===== config.mk =====
export PLATFORM = sky130hd
export DESIGN_NAME = usb_rx_deserializer
export DESIGN_NICKNAME = d
export VERILOG_FILES = /design/src/rtl/usb_rx_deserializer.sv
export SDC_FILE = /design/constraint.sdc
export NUM_CORES = 1
export LEC_CHECK = 0
export CAP_MARGIN = 10
export CORE_AREA = 2 2 60 84
export CTS_CLUSTER_DIAMETER = 120
export DETAILED_ROUTE_END_ITERATION = 12
export DIE_AREA = 0 0 62 86
export GPL_TIMING_DRIVEN = 1
export PLACE_DENSITY = 0.8
export SLEW_MARGIN = 0
export SYNTH_ARGS = -nofsm -noshare
export SYNTH_HDL_FRONTEND = slang
export SYNTH_SLANG_ARGS = --single-unit

===== constraint.sdc =====
create_clock -name clk -period 3 [get_ports clk]
set_clock_uncertainty 0.15 [all_clocks]
set_input_delay 0.6 -clock clk [delete_from_list [all_inputs] [get_ports clk]]
set_output_delay 0.6 -clock clk [all_outputs]
set_load 0.1 [all_outputs]

===== src/rtl/usb_rx_deserializer.sv =====
// USB receive front end: SYNC hunt, NRZI decode, bit-unstuffing and LSB-first
// byte assembly, with EOP detection and error/abort recovery.
module usb_rx_deserializer #(
  parameter int MAX_BYTES      = 1027,
  parameter int SYNC_MIN_ZEROS = 5
) (
  input  logic       clk,
  input  logic       reset,
  input  logic       usb_full_speed,
  input  logic       bit_strobe,
  input  logic [1:0] d_i,
  output logic       rx_active,
  output logic [7:0] rx_data,
  output logic       rx_valid,
  output logic       rx_eop,
  output logic       rx_error
);

  localparam int BCW = $clog2(MAX_BYTES + 1);
  localparam logic [BCW-1:0] MAX_CNT  = BCW'(MAX_BYTES);
  localparam logic [2:0]     SYNC_MIN = 3'(SYNC_MIN_ZEROS);

  typedef enum logic [1:0] {S_IDLE, S_DATA, S_EOP, S_ABORT} state_t;

  state_t         r_state, w_state_next;
  logic           r_prev_k, w_prev_k_next;
  logic [2:0]     r_zeros, w_zeros_next;
  logic [2:0]     r_ones, w_ones_next;
  logic [2:0]     r_bit_cnt, w_bit_cnt_next;
  logic [BCW-1:0] r_byte_cnt, w_byte_cnt_next;
  logic [7:0]     r_shreg, w_shreg_next;
  logic [7:0]     r_data, w_data_next;
  logic           r_valid, w_valid_next;
  logic           r_eop, w_eop_next;
  logic           r_error, w_error_next;
  logic           r_abort_se0, w_abort_se0_next;
  logic [2:0]     r_j_cnt, w_j_cnt_next;

  logic       w_se0, w_se1, w_j, w_k, w_bit;
  logic [7:0] w_byte;

  assign w_se0  = (d_i == 2'b00);
  assign w_se1  = (d_i == 2'b11);
  assign w_j    = (d_i == (usb_full_speed ? 2'b10 : 2'b01));
  assign w_k    = !w_se0 && !w_se1 && !w_j;
  // Previous level is kept as a J/K class so it stays valid across speeds.
  assign w_bit  = (w_k == r_prev_k);
  assign w_byte = {w_bit, r_shreg[7:1]};

  always_comb begin
    w_state_next     = r_state;
    w_prev_k_next    = r_prev_k;
    w_zeros_next     = r_zeros;
    w_ones_next      = r_ones;
    w_bit_cnt_next   = r_bit_cnt;
    w_byte_cnt_next  = r_byte_cnt;
    w_shreg_next     = r_shreg;
    w_data_next      = r_data;
    w_valid_next     = 1'b0;
    w_eop_next       = 1'b0;
    w_error_next     = 1'b0;
    w_abort_se0_next = r_abort_se0;
    w_j_cnt_next     = r_j_cnt;

    if (r_state != S_ABORT) begin
      w_abort_se0_next = 1'b0;
      w_j_cnt_next     = 3'd0;
    end

    if (bit_strobe) begin
      if (w_j || w_k) w_prev_k_next = w_k;

      case (r_state)
        S_IDLE: begin
          if (w_se0 || w_se1) begin
            w_zeros_next = 3'd0;
          end else if (w_bit) begin
            if (r_zeros >= SYNC_MIN) begin
              w_state_next    = S_DATA;
              w_bit_cnt_next  = 3'd0;
              w_byte_cnt_next = '0;
              w_ones_next     = 3'd0;
            end
            w_zeros_next = 3'd0;
          end else if (r_zeros != 3'd7) begin
            w_zeros_next = r_zeros + 3'd1;
          end
        end

        S_DATA: begin
          if (w_se1) begin
            w_error_next = 1'b1;
            w_state_next = S_ABORT;
          end else if (w_se0) begin
            // A pending stuff bit is fine here; only a partial byte is an error.
            w_error_next = (r_bit_cnt != 3'd0);
            w_state_next = S_EOP;
          end else if (r_ones == 3'd6) begin
            if (w_bit) begin
              w_error_next = 1'b1;
              w_state_next = S_ABORT;
            end else begin
              w_ones_next = 3'd0;
            end
          end else begin
            w_shreg_next   = w_byte;
            w_bit_cnt_next = r_bit_cnt + 3'd1;
            w_ones_next    = w_bit ? r_ones + 3'd1 : 3'd0;
            if (r_bit_cnt == 3'd7) begin
              if (r_byte_cnt == MAX_CNT) begin
                w_error_next = 1'b1;
                w_state_next = S_ABORT;
              end else begin
                w_data_next     = w_byte;
                w_valid_next    = 1'b1;
                w_byte_cnt_next = r_byte_cnt + 1'b1;
              end
            end
          end
        end

        S_EOP: begin
          if (w_j) begin
            w_eop_next   = 1'b1;
            w_zeros_next = 3'd0;
            w_state_next = S_IDLE;
          end else if (!w_se0) begin
            w_error_next = 1'b1;
            w_state_next = S_ABORT;
          end
        end

        S_ABORT: begin
          // Recover on SE0-then-J or on a long run of idle J.
          if (w_se0) begin
            w_abort_se0_next = 1'b1;
            w_j_cnt_next     = 3'd0;
          end else if (w_j) begin
            if (r_abort_se0 || r_j_cnt == 3'd7) begin
              w_zeros_next = 3'd0;
              w_state_next = S_IDLE;
            end else begin
              w_j_cnt_next = r_j_cnt + 3'd1;
            end
          end else begin
            w_abort_se0_next = 1'b0;
            w_j_cnt_next     = 3'd0;
          end
        end

        default: w_state_next = S_IDLE;
      endcase
    end
  end

  always_ff @(posedge clk or posedge reset) begin
    if (reset) begin
      r_state     <= S_IDLE;
      r_prev_k    <= 1'b0;
      r_zeros     <= 3'd0;
      r_ones      <= 3'd0;
      r_bit_cnt   <= 3'd0;
      r_byte_cnt  <= '0;
      r_shreg     <= 8'd0;
      r_data      <= 8'd0;
      r_valid     <= 1'b0;
      r_eop       <= 1'b0;
      r_error     <= 1'b0;
      r_abort_se0 <= 1'b0;
      r_j_cnt     <= 3'd0;
    end else begin
      r_state     <= w_state_next;
      r_prev_k    <= w_prev_k_next;
      r_zeros     <= w_zeros_next;
      r_ones      <= w_ones_next;
      r_bit_cnt   <= w_bit_cnt_next;
      r_byte_cnt  <= w_byte_cnt_next;
      r_shreg     <= w_shreg_next;
      r_data      <= w_data_next;
      r_valid     <= w_valid_next;
      r_eop       <= w_eop_next;
      r_error     <= w_error_next;
      r_abort_se0 <= w_abort_se0_next;
      r_j_cnt     <= w_j_cnt_next;
    end
  end

  assign rx_active = (r_state != S_IDLE);
  assign rx_data   = r_data;
  assign rx_valid  = r_valid;
  assign rx_eop    = r_eop;
  assign rx_error  = r_error;

endmodule


==> impl_table.tex, run 1 <==
\begin{tabular}{lr}
\hline
Metric & Value \\
\hline
\multicolumn{2}{l}{\textbf{Clock tree}} \\
Setup fix buffers added after clock tree synthesis & 0 \\
Count of hold buffers inserted by post-cts repair & 0 \\
Clock-pin transition on the worst setup and hold timing paths & 90 ps \\
Number of clock buffers inserted by TritonCTS & 5 \\
Clock tree sinks & 45 \\
Clock tree from TritonCTS & done \\
Clock tree root buffer cell & clkbuf\_8 \\
Deepest clock path buffer count & 2 \\
PostCTS Resize Cnt & 0 \\
Number of H-tree levels & 2 \\
Clock latency at the later pin of the worst-skew pair & 310 ps \\
\multicolumn{2}{l}{\textbf{Timing}} \\
Final hold violation count & 0 \\
Slew at the pin closest to its max-slew limit & 549 ps \\
Maximum frequency from static timing analysis & 355 MHz \\
Share of the clock period used by the worst path after layout & 93.9\% \\
RSZ-0062 raised after global routing & false \\
Aggregate negative setup slack & 0 ps \\
Post-route minimum period & 2820 ps \\
Worst hold margin & 362 ps \\
Setup violators final & 0 \\
Final slew viol count & 0 \\
Normalized max-slew margin & 63.4\% \\
Worst-case setup margin in the final layout & 183 ps \\
\multicolumn{2}{l}{\textbf{Power}} \\
Clock share of power & 23.0\% \\
Internal & 1320 µW \\
Static Leakage & 0.00150 µW \\
Power Density & 676 nW/µm² \\
Net switching power figure & 777 µW \\
Switching part of the total power & 37.1\% \\
Peak supply drop & 0.516 mV \\
Sequential power share & 38.9\% \\
Comb power frac & 38.1\% \\
\multicolumn{2}{l}{\textbf{Final layout}} \\
Diode insertion count for antenna repair & 0 \\
Share of cells above drive strength 1 & 27.6\% \\
Multi-input gate area in the final layout & 1340 µm² \\
Final std cells w/o fill & 366 \\
Area taken by flip-flops and latches & 1130 µm² \\
Layout Area Growth over Synthesis & 21.5\% \\
Final standard cell utilization of the core & 68.3\% \\
Filler instances & 359 \\
Count of nets after finishing & 328 \\
\multicolumn{2}{l}{\textbf{Placed design}} \\
Final GP Congestion & 0.873 \\
PortBufs & 17 \\
Placed Instances & 358 \\
Estimated wirelength of the detail-placed design & 4070 µm \\
Setup WS pre-CTS & -84.0 ps \\
\multicolumn{2}{l}{\textbf{Routing}} \\
Wirelength, routed & 5360 µm \\
Via count & 2,044 \\
Avg Vias per Cell & 5.58 \\
Highest signal layer in the routed design & met4 \\
Remaining DRCs & 0 \\
First-pass DRT Iterations & 4 \\
Total routed wire length on the met1 layer & 2140 µm \\
Count of routing violations after the opening detailed-route iteration & 114 \\
Met3 wire length & 133 µm \\
Detail Route Antenna Nets & 0 \\
Met2 wire length & 2930 µm \\
Average routed wire per standard cell & 14.7 µm \\
\multicolumn{2}{l}{\textbf{Synthesis}} \\
Most numerous cell in the Yosys netlist & dfrtp\_1 \\
Cells taking the most area after synthesis & dfrtp\_1 (44\%), ha\_1 (9.3\%), mux2\_2 (8.8\%) \\
Post-synthesis sequential element count & 45 \\
Average cell area after synthesis & 10.1 µm² \\
Cell count after synthesis & 253 \\
Post-synth EDFFs & 0 \\
Proportion of netlist area held by the largest area contributor & 44.1\% \\
Share of synthesized area occupied by flip-flops and latches & 44.1\% \\
Commonest cells in the synthesized netlist & dfrtp\_1 (45), nand2\_1 (28), mux2\_2 (20) \\
Distinct cells, synth & 48 \\
Cell accounting for the most synthesized area & dfrtp\_1 \\
Number of warnings reported in the yosys synthesis log & 0 \\
Most common flop cell mapped by yosys & dfrtp\_1 \\
Net count after synthesis & 278 \\
Proportion of synthesized flip-flops having asynchronous set or reset & 100\% \\
Area of the mapped netlist & 2550 µm² \\
\multicolumn{2}{l}{\textbf{Critical path}} \\
Data required time at the worst endpoint & 3090 ps \\
Arrival time worst endpoint & 2910 ps \\
Type of the setup path with the least slack & in2reg \\
Setup slack on the worst flop-to-flop path & 370 ps \\
Sort of element at the end of the critical path & flop \\
Critical path launch point type & primary input \\
Reg2reg path depth & 6 \\
RR Startpoint & r\_byte\_cnt[2]\$\_DFFE\_PP0P\_ \\
CP Launch Point & d\_i[0] \\
Worst reg2reg path endpoint & r\_byte\_cnt[2]\$\_DFFE\_PP0P\_ \\
Maximum fanout along the worst path & 6 \\
\multicolumn{2}{l}{\textbf{Global route}} \\
Maximum number of pins on one net before global-route repair & 46 \\
Wire length of the first global-routing pass & 9200 µm \\
Remaining global-route overflow & 0 \\
Number of global-route vias before repair & 2,100 \\
Initial antenna violation count & 0 \\
Combined global-route utilization of all metal layers & 23.0\% \\
\multicolumn{2}{l}{\textbf{Min path}} \\
WHS Path Cells & 1 \\
Sink of the worst hold path & rx\_data[2]\$\_DFFE\_PP0P\_ \\
Worst hold start & rx\_data[2]\$\_DFFE\_PP0P\_ \\
Tightest Hold Check Type & reg2reg \\
\multicolumn{2}{l}{\textbf{Die}} \\
Num rows & 29 \\
Chip height & 86 µm \\
Core area & 4540 µm² \\
Die Width & 62 µm \\
Total die area & 5330 µm² \\
Ports & 18 \\
Starting Density & 56.2\% \\
\multicolumn{2}{l}{\textbf{Run}} \\
Max-cap violations & 0 \\
\multicolumn{2}{l}{\textbf{Run status}} \\
Result of the run & complete, no violations \\
\hline
\end{tabular}
## worst max-delay path by stage
stage,to,slack [ps],cells after the start
6_report,r_byte_cnt[10]$_DFFE_PP0P_,180,10
5_1_grt,r_byte_cnt[10]$_DFFE_PP0P_,60,8
4_1_cts,r_byte_cnt[10]$_DFFE_PP0P_,210,10
3_5_place_dp,r_byte_cnt[10]$_DFFE_PP0P_,-80,8
3_3_place_gp,r_byte_cnt[10]$_DFFE_PP0P_,-50,10
2_1_floorplan,r_byte_cnt[2]$_DFFE_PP0P_,310,8
## area by class of cell
class	count	share of cell area, %
Multi-Input combinational cell	187	43.4
Sequential cell	45	36.3
Timing Repair Buffer	48	12.0
Tap cell	62	2.50
Clock buffer	5	2.22
Inverter	16	1.94
Clock inverter	3	1.61
## per-stage QoR
step	power [µW]	area [µm²]
final	2100	3100
after global routing	2240	3100
after CTS	2110	3100
after detailed placement	1620	2980
after global placement	1600	2980
after floorplan	1350	2550
## kinds of logic after synthesis
kind of cell,after synthesis,share of synthesized area [%]
simple gates,100,21.1
flops,45,44.1
compound gates,42,11.2
mux,22,9.61
buf+inv,21,3.19
fa+ha+maj,19,9.32
xor+xnor,4,1.37
## flip-flops by register name (all words and copies together), names as in the netlist
register	count
rx_data	8
r_prev_k	1
r_j_cnt	3
r_zeros	3
rx_eop	1
r_state	2
r_abort_se0	1
rx_valid	1
r_ones	3
r_bit_cnt	3
r_shreg	7
r_byte_cnt	11
rx_error	1
## routing by layer
layer	global-route usage, %	vias up
met2	38.7	38
met5	0	-
met3	4.98	14
li1	-	1004
met1	26.6	988
met4	10.6	0
## power groups by stage
stage	registers, µW	clock network [µW]	logic [µW]
6_report	815	483	797
5_1_grt	832	523	886
4_1_cts	815	497	801
3_5_place_dp	826	0	797
3_3_place_gp	821	0	776
2_1_floorplan	828	0	520
## critical path, cell delays in order
cell	delay (ps)
clkdlybuf4s50_1	470
inv_1	60
buf_4	120
ha_1	190
nand2b_1	170
nor2_1	160
a21o_1	230
nand4b_1	230
or4_1	520
a21oi_1	150
## placed cells by master, fill, tap and decap left out, types with 6 or more instances in the layout
cell type and count:
a21oi_1 7, dfrtp_1 45, nor2_1 19, o21ai_0 15
nand2_1 28, inv_1 15, or4_1 6, buf_4 43
mux2_2 20, nand3_1 11, o31ai_1 7, ha_1 19
Note: power is estimated with default switching activity, not from simulation.
==> inputs of run 2 (changes only) <==
--- a/config.mk
+++ b/config.mk
@@ -12,6 +12,7 @@
 export DIE_AREA = 0 0 62 86
 export GPL_TIMING_DRIVEN = 1
 export PLACE_DENSITY = 0.8
+export SETUP_SLACK_MARGIN = 0.15
 export SLEW_MARGIN = 0
 export SYNTH_ARGS = -nofsm -noshare
 export SYNTH_HDL_FRONTEND = slang
==> run 2 against run 1 <==
  * Combinational power grew 0.9%
  * Worst hold slack is essentially flat
  * Sequential share of layout area shrank 0.46 points
  * Maximum frequency grew 7.1%
  * Clock power is essentially flat
  * Largest power group unchanged
==> impl_table.tex, run 2 (same netlist as run 1, synthesis figures left out) <==
\begin{tabular}{lr}
\hline
Metric & Value \\
\hline
\multicolumn{2}{l}{\textbf{Routing}} \\
Count of routing violations after the opening detailed-route iteration & 157 (+38\%) \\
Total routed wire length on the met1 layer & 2180 µm (+1.6\%) \\
Met3 wire length & 155 µm (+17\%) \\
First-pass DRT Iterations & 4 (unchanged) \\
Remaining DRCs & 0 (unchanged) \\
Met2 wire length & 3010 µm (+2.7\%) \\
Wirelength, routed & 5490 µm (+2.4\%) \\
Avg Vias per Cell & 5.69 (+1.9\%) \\
Highest signal layer in the routed design & met4 \\
Detail Route Antenna Nets & 0 (unchanged) \\
Via count & 2,083 (+1.9\%) \\
Average routed wire per standard cell & 15.0 µm (+2.4\%) \\
\multicolumn{2}{l}{\textbf{Timing}} \\
Maximum frequency from static timing analysis & 380 MHz (+7.1\%) \\
Setup violators final & 0 (unchanged) \\
Share of the clock period used by the worst path after layout & 87.6\% (-6.3 points) \\
Final hold violation count & 0 (unchanged) \\
Post-route minimum period & 2630 ps (-188 ps) \\
RSZ-0062 raised after global routing & false \\
Final slew viol count & 0 (unchanged) \\
Normalized max-slew margin & 63.2\% (-0.23 points) \\
Worst hold margin & 362 ps (+0.277 ps) \\
Slew at the pin closest to its max-slew limit & 552 ps (+3.45 ps) \\
\multicolumn{2}{l}{\textbf{Global route}} \\
Number of global-route vias before repair & 2,100 (unchanged) \\
Remaining global-route overflow & 0 (unchanged) \\
Initial antenna violation count & 0 (unchanged) \\
Wire length of the first global-routing pass & 9200 µm (unchanged) \\
Maximum number of pins on one net before global-route repair & 46 (unchanged) \\
Combined global-route utilization of all metal layers & 23.0\% (unchanged) \\
\multicolumn{2}{l}{\textbf{Power}} \\
Power Density & 670 nW/µm² (-0.88\%) \\
Final Total Pwr & 2100 µW (+0.40\%) \\
Peak supply drop & 0.520 mV (+0.82\%) \\
Static Leakage & 0.00153 µW (+2.0\%) \\
\multicolumn{2}{l}{\textbf{Final layout}} \\
Share of cells above drive strength 1 & 29.6\% (+2.0 points) \\
Layout Area Growth over Synthesis & 23.1\% \\
Max reg flops & 11 (unchanged) \\
Summed area of non-filler cells in the final layout & 3140 µm² (+1.3\%) \\
Count of nets after finishing & 328 (unchanged) \\
Largest register by flop count & r\_byte\_cnt \\
Filler instances & 350 (-2.5\%) \\
Most frequent cells in the layout & dfrtp\_1 (45), buf\_4 (43), nand2\_1 (28), mux2\_2 (20) \\
Diode insertion count for antenna repair & 0 (unchanged) \\
Commonest non-fill, non-tap cell in the layout & dfrtp\_1 \\
\multicolumn{2}{l}{\textbf{Run status}} \\
Result of the run & complete, no violations \\
\multicolumn{2}{l}{\textbf{Die}} \\
Total die area & 5330 µm² (unchanged) \\
Chip height & 86 µm (unchanged) \\
Core area & 4540 µm² (unchanged) \\
Die Width & 62 µm (unchanged) \\
Num rows & 29 (unchanged) \\
Starting Density & 56.2\% (unchanged) \\
Ports & 18 (unchanged) \\
\multicolumn{2}{l}{\textbf{Critical path}} \\
RR Startpoint & r\_byte\_cnt[8]\$\_DFFE\_PP0P\_ \\
CP Launch Point & r\_byte\_cnt[8]\$\_DFFE\_PP0P\_ \\
Maximum fanout along the worst path & 5 (-1) \\
Critical path launch point type & flop \\
Sort of element at the end of the critical path & flop \\
Data required time at the worst endpoint & 3050 ps (-40 ps) \\
Type of the setup path with the least slack & reg2reg \\
Arrival time worst endpoint & 2680 ps (-230 ps) \\
\multicolumn{2}{l}{\textbf{Clock tree}} \\
PostCTS Resize Cnt & 0 (unchanged) \\
Setup fix buffers added after clock tree synthesis & 0 (unchanged) \\
Number of clock buffers inserted by TritonCTS & 5 (unchanged) \\
Clock latency at the later pin of the worst-skew pair & 310 ps (about the same) \\
Clock-pin transition on the worst setup and hold timing paths & 90 ps (about the same) \\
Number of H-tree levels & 2 (unchanged) \\
Clock tree root buffer cell & clkbuf\_8 \\
Clock tree from TritonCTS & done \\
Deepest clock path buffer count & 2 (unchanged) \\
Count of hold buffers inserted by post-cts repair & 0 (unchanged) \\
Clock tree sinks & 45 (unchanged) \\
\multicolumn{2}{l}{\textbf{Placed design}} \\
Estimated wirelength of the detail-placed design & 4070 µm (unchanged) \\
Final GP Congestion & 0.873 (unchanged) \\
Cell area after placement & 2980 µm² (unchanged) \\
PortBufs & 17 (unchanged) \\
\multicolumn{2}{l}{\textbf{Min path}} \\
Worst hold start & rx\_data[2]\$\_DFFE\_PP0P\_ \\
Tightest Hold Check Type & reg2reg \\
\multicolumn{2}{l}{\textbf{Run}} \\
Max-cap violations & 0 (unchanged) \\
\hline
\end{tabular}
## run 2: changes by cell type in the layout (fill, tap and decap cells not counted), moves of 2 or more
cell / previous run / this run
clkdlybuf4s50_1: 5 / 2
inv_2: 0 / 2
inv_1: 15 / 13
dlymetal6s2s_1: 0 / 3
## run 2: metal layers
layer	global-route usage [%]	vias up
met4	10.6	0
li1	-	1003
met5	0	-
met3	4.98	14
met2	38.7	45
met1	26.6	1021
## run 2: path summary, 6_finish.rpt
kind                                              to  depth (start not counted)  slack (ps)
hold reg to reg               rx_data[2]$_DFFE_PP0P_                          1         360
hold / removal                rx_data[2]$_DFFE_PP0P_                          1         360
min in group asynchronous  r_byte_cnt[8]$_DFFE_PP0P_                          3         590
setup / recovery           r_byte_cnt[2]$_DFFE_PP0P_                          6         370
max in group asynchronous      r_ones[2]$_DFFE_PP0P_                          3        1740
setup reg to reg           r_byte_cnt[2]$_DFFE_PP0P_                          6         370
## run 2: report_power, final
group	internal [µW]	leakage (µW)	total, µW	switching [µW]
Clock	255	0.0000603	484	229
Sequential	715	0.000609	815	100
Combinational	349	0.000863	804	455
Total	1320	0.00153	2100	783
## run 2: worst max-delay path: stages, from the launching register on
cell and delay, ps:
dfrtp_1 440, or4_1 550, o31ai_1 470, nand2_1 220, and3_2 280, nand2_1 80
mux2_2 330
## run 2: stage by stage
stage | setup WS (ps) | setup TNS [ps] | util [%] | cells
3_5_place_dp | -84.0 | -269 | 65.7 | 358
2_1_floorplan | 307 | 0 | - | 253
3_3_place_gp | -48.9 | -91.8 | 65.7 | 358
6_report | 371 | 0 | 69.2 | 366
5_1_grt | 304 | 0 | 69.2 | 366
4_1_cts | 213 | 0 | 68.3 | 366
## run 2: layout make-up
cell class	instances	area [µm²]	area share (%)
Multi-Input combinational cell	187	1380	43.8
Sequential cell	45	1130	35.9
Timing Repair Buffer	48	380	12.1
Tap cell	62	77.6	2.47
Clock buffer	5	68.8	2.19
Inverter	16	60.1	1.91
Clock inverter	3	50.0	1.59
==> inputs of run 3 (changes only) <==
--- a/config.mk
+++ b/config.mk
@@ -8,9 +8,10 @@
 export CAP_MARGIN = 10
 export CORE_AREA = 2 2 60 84
 export CTS_CLUSTER_DIAMETER = 120
+export CTS_CLUSTER_SIZE = 25
 export DETAILED_ROUTE_END_ITERATION = 12
 export DIE_AREA = 0 0 62 86
-export GPL_TIMING_DRIVEN = 1
+export GPL_TIMING_DRIVEN = 0
 export PLACE_DENSITY = 0.8
 export SETUP_SLACK_MARGIN = 0.15
 export SLEW_MARGIN = 0
==> run 3 against run 2 <==
  * Sequential share of layout area grew 1.9 points
  * Maximum frequency shrank 7.1%
  * Largest power group unchanged
  * Global-route usage fell by 1.2 points
  * First-iteration DRC count increased by 5.1%
  * Utilization down 3.4 points
  * Via count decreased by 3.8%
  * Sequential cell count unchanged
  * Clock-buffer cell count did not move
==> impl_table.tex, run 3 (same netlist as run 1, synthesis figures left out) <==
\begin{tabular}{lr}
\hline
Metric & Value \\
\hline
\multicolumn{2}{l}{\textbf{Global route}} \\
Initial antenna violation count & 0 (unchanged) \\
Met1 demand-to-capacity share in global routing & 23.2\% (-3.3 points) \\
Remaining global-route overflow & 0 (unchanged) \\
Wire length of the first global-routing pass & 8690 µm (-5.5\%) \\
Met2 usage in global routing & 37.2\% (-1.5 points) \\
Met3 layer usage reported by global route & 5.88\% (+0.90 points) \\
Maximum number of pins on one net before global-route repair & 33 (-28\%) \\
Most congested layer reported by global routing & met2 \\
Combined global-route utilization of all metal layers & 21.7\% (-1.2 points) \\
Number of global-route vias before repair & 2,046 (-2.6\%) \\
\multicolumn{2}{l}{\textbf{Final layout}} \\
Final std cells w/o fill & 344 (-6.0\%) \\
Commonest non-fill, non-tap cell in the layout & dfrtp\_1 \\
Layout Area Growth over Synthesis & 17.0\% \\
Max reg flops & 11 (unchanged) \\
Largest register by flop count & r\_byte\_cnt \\
Summed area of non-filler cells in the final layout & 2980 µm² (-4.9\%) \\
Share of cells above drive strength 1 & 19.1\% (-10 points) \\
Count of nets after finishing & 306 (-6.7\%) \\
Most frequent cells in the layout & dfrtp\_1 (45), nand2\_1 (28), mux2\_2 (20), nor2\_1 (19), ha\_1 (19) \\
Diode insertion count for antenna repair & 0 (unchanged) \\
\multicolumn{2}{l}{\textbf{Die}} \\
Core area & 4540 µm² (unchanged) \\
Chip height & 86 µm (unchanged) \\
Die Width & 62 µm (unchanged) \\
Num rows & 29 (unchanged) \\
Total die area & 5330 µm² (unchanged) \\
Starting Density & 56.2\% (unchanged) \\
Ports & 18 (unchanged) \\
\multicolumn{2}{l}{\textbf{Routing}} \\
Detail Route Antenna Nets & 0 (unchanged) \\
Via count & 2,004 (-3.8\%) \\
First-pass DRT Iterations & 4 (unchanged) \\
Average routed wire per standard cell & 14.8 µm (-1.6\%) \\
Avg Vias per Cell & 5.83 (+2.4\%) \\
Wirelength, routed & 5080 µm (-7.6\%) \\
Count of routing violations after the opening detailed-route iteration & 165 (+5.1\%) \\
Remaining DRCs & 0 (unchanged) \\
\multicolumn{2}{l}{\textbf{Placed design}} \\
Final GP Congestion & 0.837 (-4.0\%) \\
Setup WS pre-CTS & -708 ps (-624 ps) \\
Cell area after placement & 2820 µm² (-5.4\%) \\
PortBufs & 17 (unchanged) \\
Placed Instances & 333 (-7.0\%) \\
Estimated wirelength of the detail-placed design & 3620 µm (-11\%) \\
\multicolumn{2}{l}{\textbf{Clock tree}} \\
Deepest clock path buffer count & 2 (unchanged) \\
Clock-pin transition on the worst setup and hold timing paths & 90 ps (about the same) \\
Number of clock buffers inserted by TritonCTS & 5 (unchanged) \\
Clock tree from TritonCTS & done \\
Clock latency at the later pin of the worst-skew pair & 300 ps (about the same) \\
Clock tree root buffer cell & clkbuf\_8 \\
Clock tree sinks & 45 (unchanged) \\
Number of H-tree levels & 2 (unchanged) \\
Count of hold buffers inserted by post-cts repair & 0 (unchanged) \\
\multicolumn{2}{l}{\textbf{Timing}} \\
RSZ-0062 raised after global routing & false \\
Worst-case setup margin in the final layout & 170 ps (-201 ps) \\
Share of the clock period used by the worst path after layout & 94.3\% (+6.7 points) \\
Final slew viol count & 0 (unchanged) \\
Slew at the pin closest to its max-slew limit & 977 ps (+425 ps) \\
Normalized max-slew margin & 34.7\% (-29 points) \\
Setup violators final & 0 (unchanged) \\
Final hold violation count & 0 (unchanged) \\
Maximum frequency from static timing analysis & 353 MHz (-7.1\%) \\
Post-route minimum period & 2830 ps (+201 ps) \\
Worst hold margin & 359 ps (-3.05 ps) \\
\multicolumn{2}{l}{\textbf{Critical path}} \\
End point of the critical path & r\_state[0]\$\_DFFE\_PP0P\_ \\
Maximum fanout along the worst path & 6 (+1) \\
Type of the setup path with the least slack & in2reg \\
Sort of element at the end of the critical path & flop \\
Worst reg2reg path endpoint & r\_byte\_cnt[2]\$\_DFFE\_PP0P\_ \\
Arrival time worst endpoint & 2870 ps (+190 ps) \\
RR Startpoint & r\_byte\_cnt[2]\$\_DFFE\_PP0P\_ \\
Critical path launch point type & primary input \\
Reg2reg path depth & 6 (unchanged) \\
Setup slack on the worst flop-to-flop path & 370 ps (about the same) \\
CP Launch Point & usb\_full\_speed \\
Data required time at the worst endpoint & 3040 ps (about the same) \\
\multicolumn{2}{l}{\textbf{Power}} \\
Final Total Pwr & 2020 µW (-3.8\%) \\
Static Leakage & 0.00137 µW (-11\%) \\
Power Density & 678 nW/µm² (+1.2\%) \\
Peak supply drop & 0.464 mV (-11\%) \\
\multicolumn{2}{l}{\textbf{Run}} \\
Max-cap violations & 0 (unchanged) \\
\multicolumn{2}{l}{\textbf{Run status}} \\
Result of the run & complete, no violations \\
\multicolumn{2}{l}{\textbf{Min path}} \\
Tightest Hold Check Type & reg2reg \\
\hline
\end{tabular}
==> run 3: routing by layer <==
metal	wire, µm	vias up
met5	0	-
met4	129	0
met3	224	11
met2	2800	61
met1	1920	968
li1	-	964
==> run 3: through the flow <==
step	setup TNS, ps	utilization [%]
final	0	65.8
after global routing	0	65.8
after CTS	0	65.8
after detailed placement	-7980	62.2
after global placement	-6920	61.7
after floorplan	0	-
==> run 3: how the worst min path moves through the flow <==
stage,end,slack [ps],cells after the start,startpoint
floorplan,r_byte_cnt[1]$_DFFE_PP0P_,310,2,r_byte_cnt[1]$_DFFE_PP0P_
global placement,rx_data[1]$_DFFE_PP0P_,340,1,rx_data[1]$_DFFE_PP0P_
detailed placement,r_shreg[1]$_DFFE_PP0P_,340,1,r_shreg[1]$_DFFE_PP0P_
CTS,r_shreg[1]$_DFFE_PP0P_,360,1,r_shreg[1]$_DFFE_PP0P_
global route,r_shreg[1]$_DFFE_PP0P_,380,1,r_shreg[1]$_DFFE_PP0P_
finish,r_shreg[1]$_DFFE_PP0P_,360,1,r_shreg[1]$_DFFE_PP0P_
==> run 3: layout make-up <==
class	count	area, µm²
fillers	350	1550
multi-input cells	187	1370
flip-flops and latches	45	1130
repair buffers	21	198
well taps	62	77.6
clock buffers	5	68.8
inverters	16	60.1
clock inverters	3	50.0
plain buffers	5	30.0
==> run 3: report_power, final <==
group          internal, µW  switching (µW)
registers               716            94.5
clock network           255             221
logic                   278             459
total                  1250             774
==> run 3: critical path, cell delays in order <==
cell and delay [ps]:
clkdlybuf4s50_1 500, or3b_4 480, a21oi_4 260, nor3_1 80
o311ai_1 420, nand2b_1 200, mux2_2 340
==> run 3: timing repair <==
| action | 4_1_cts | 5_1_grt |
|---|---|---|
| resized for setup | 11 | 7 |
| pin swaps | 5 | 5 |
| buffers inserted | 3 | 0 |
| setup endpoints to repair | 14 | 12 |
| endpoints found under the hold margin | 0 | 0 |
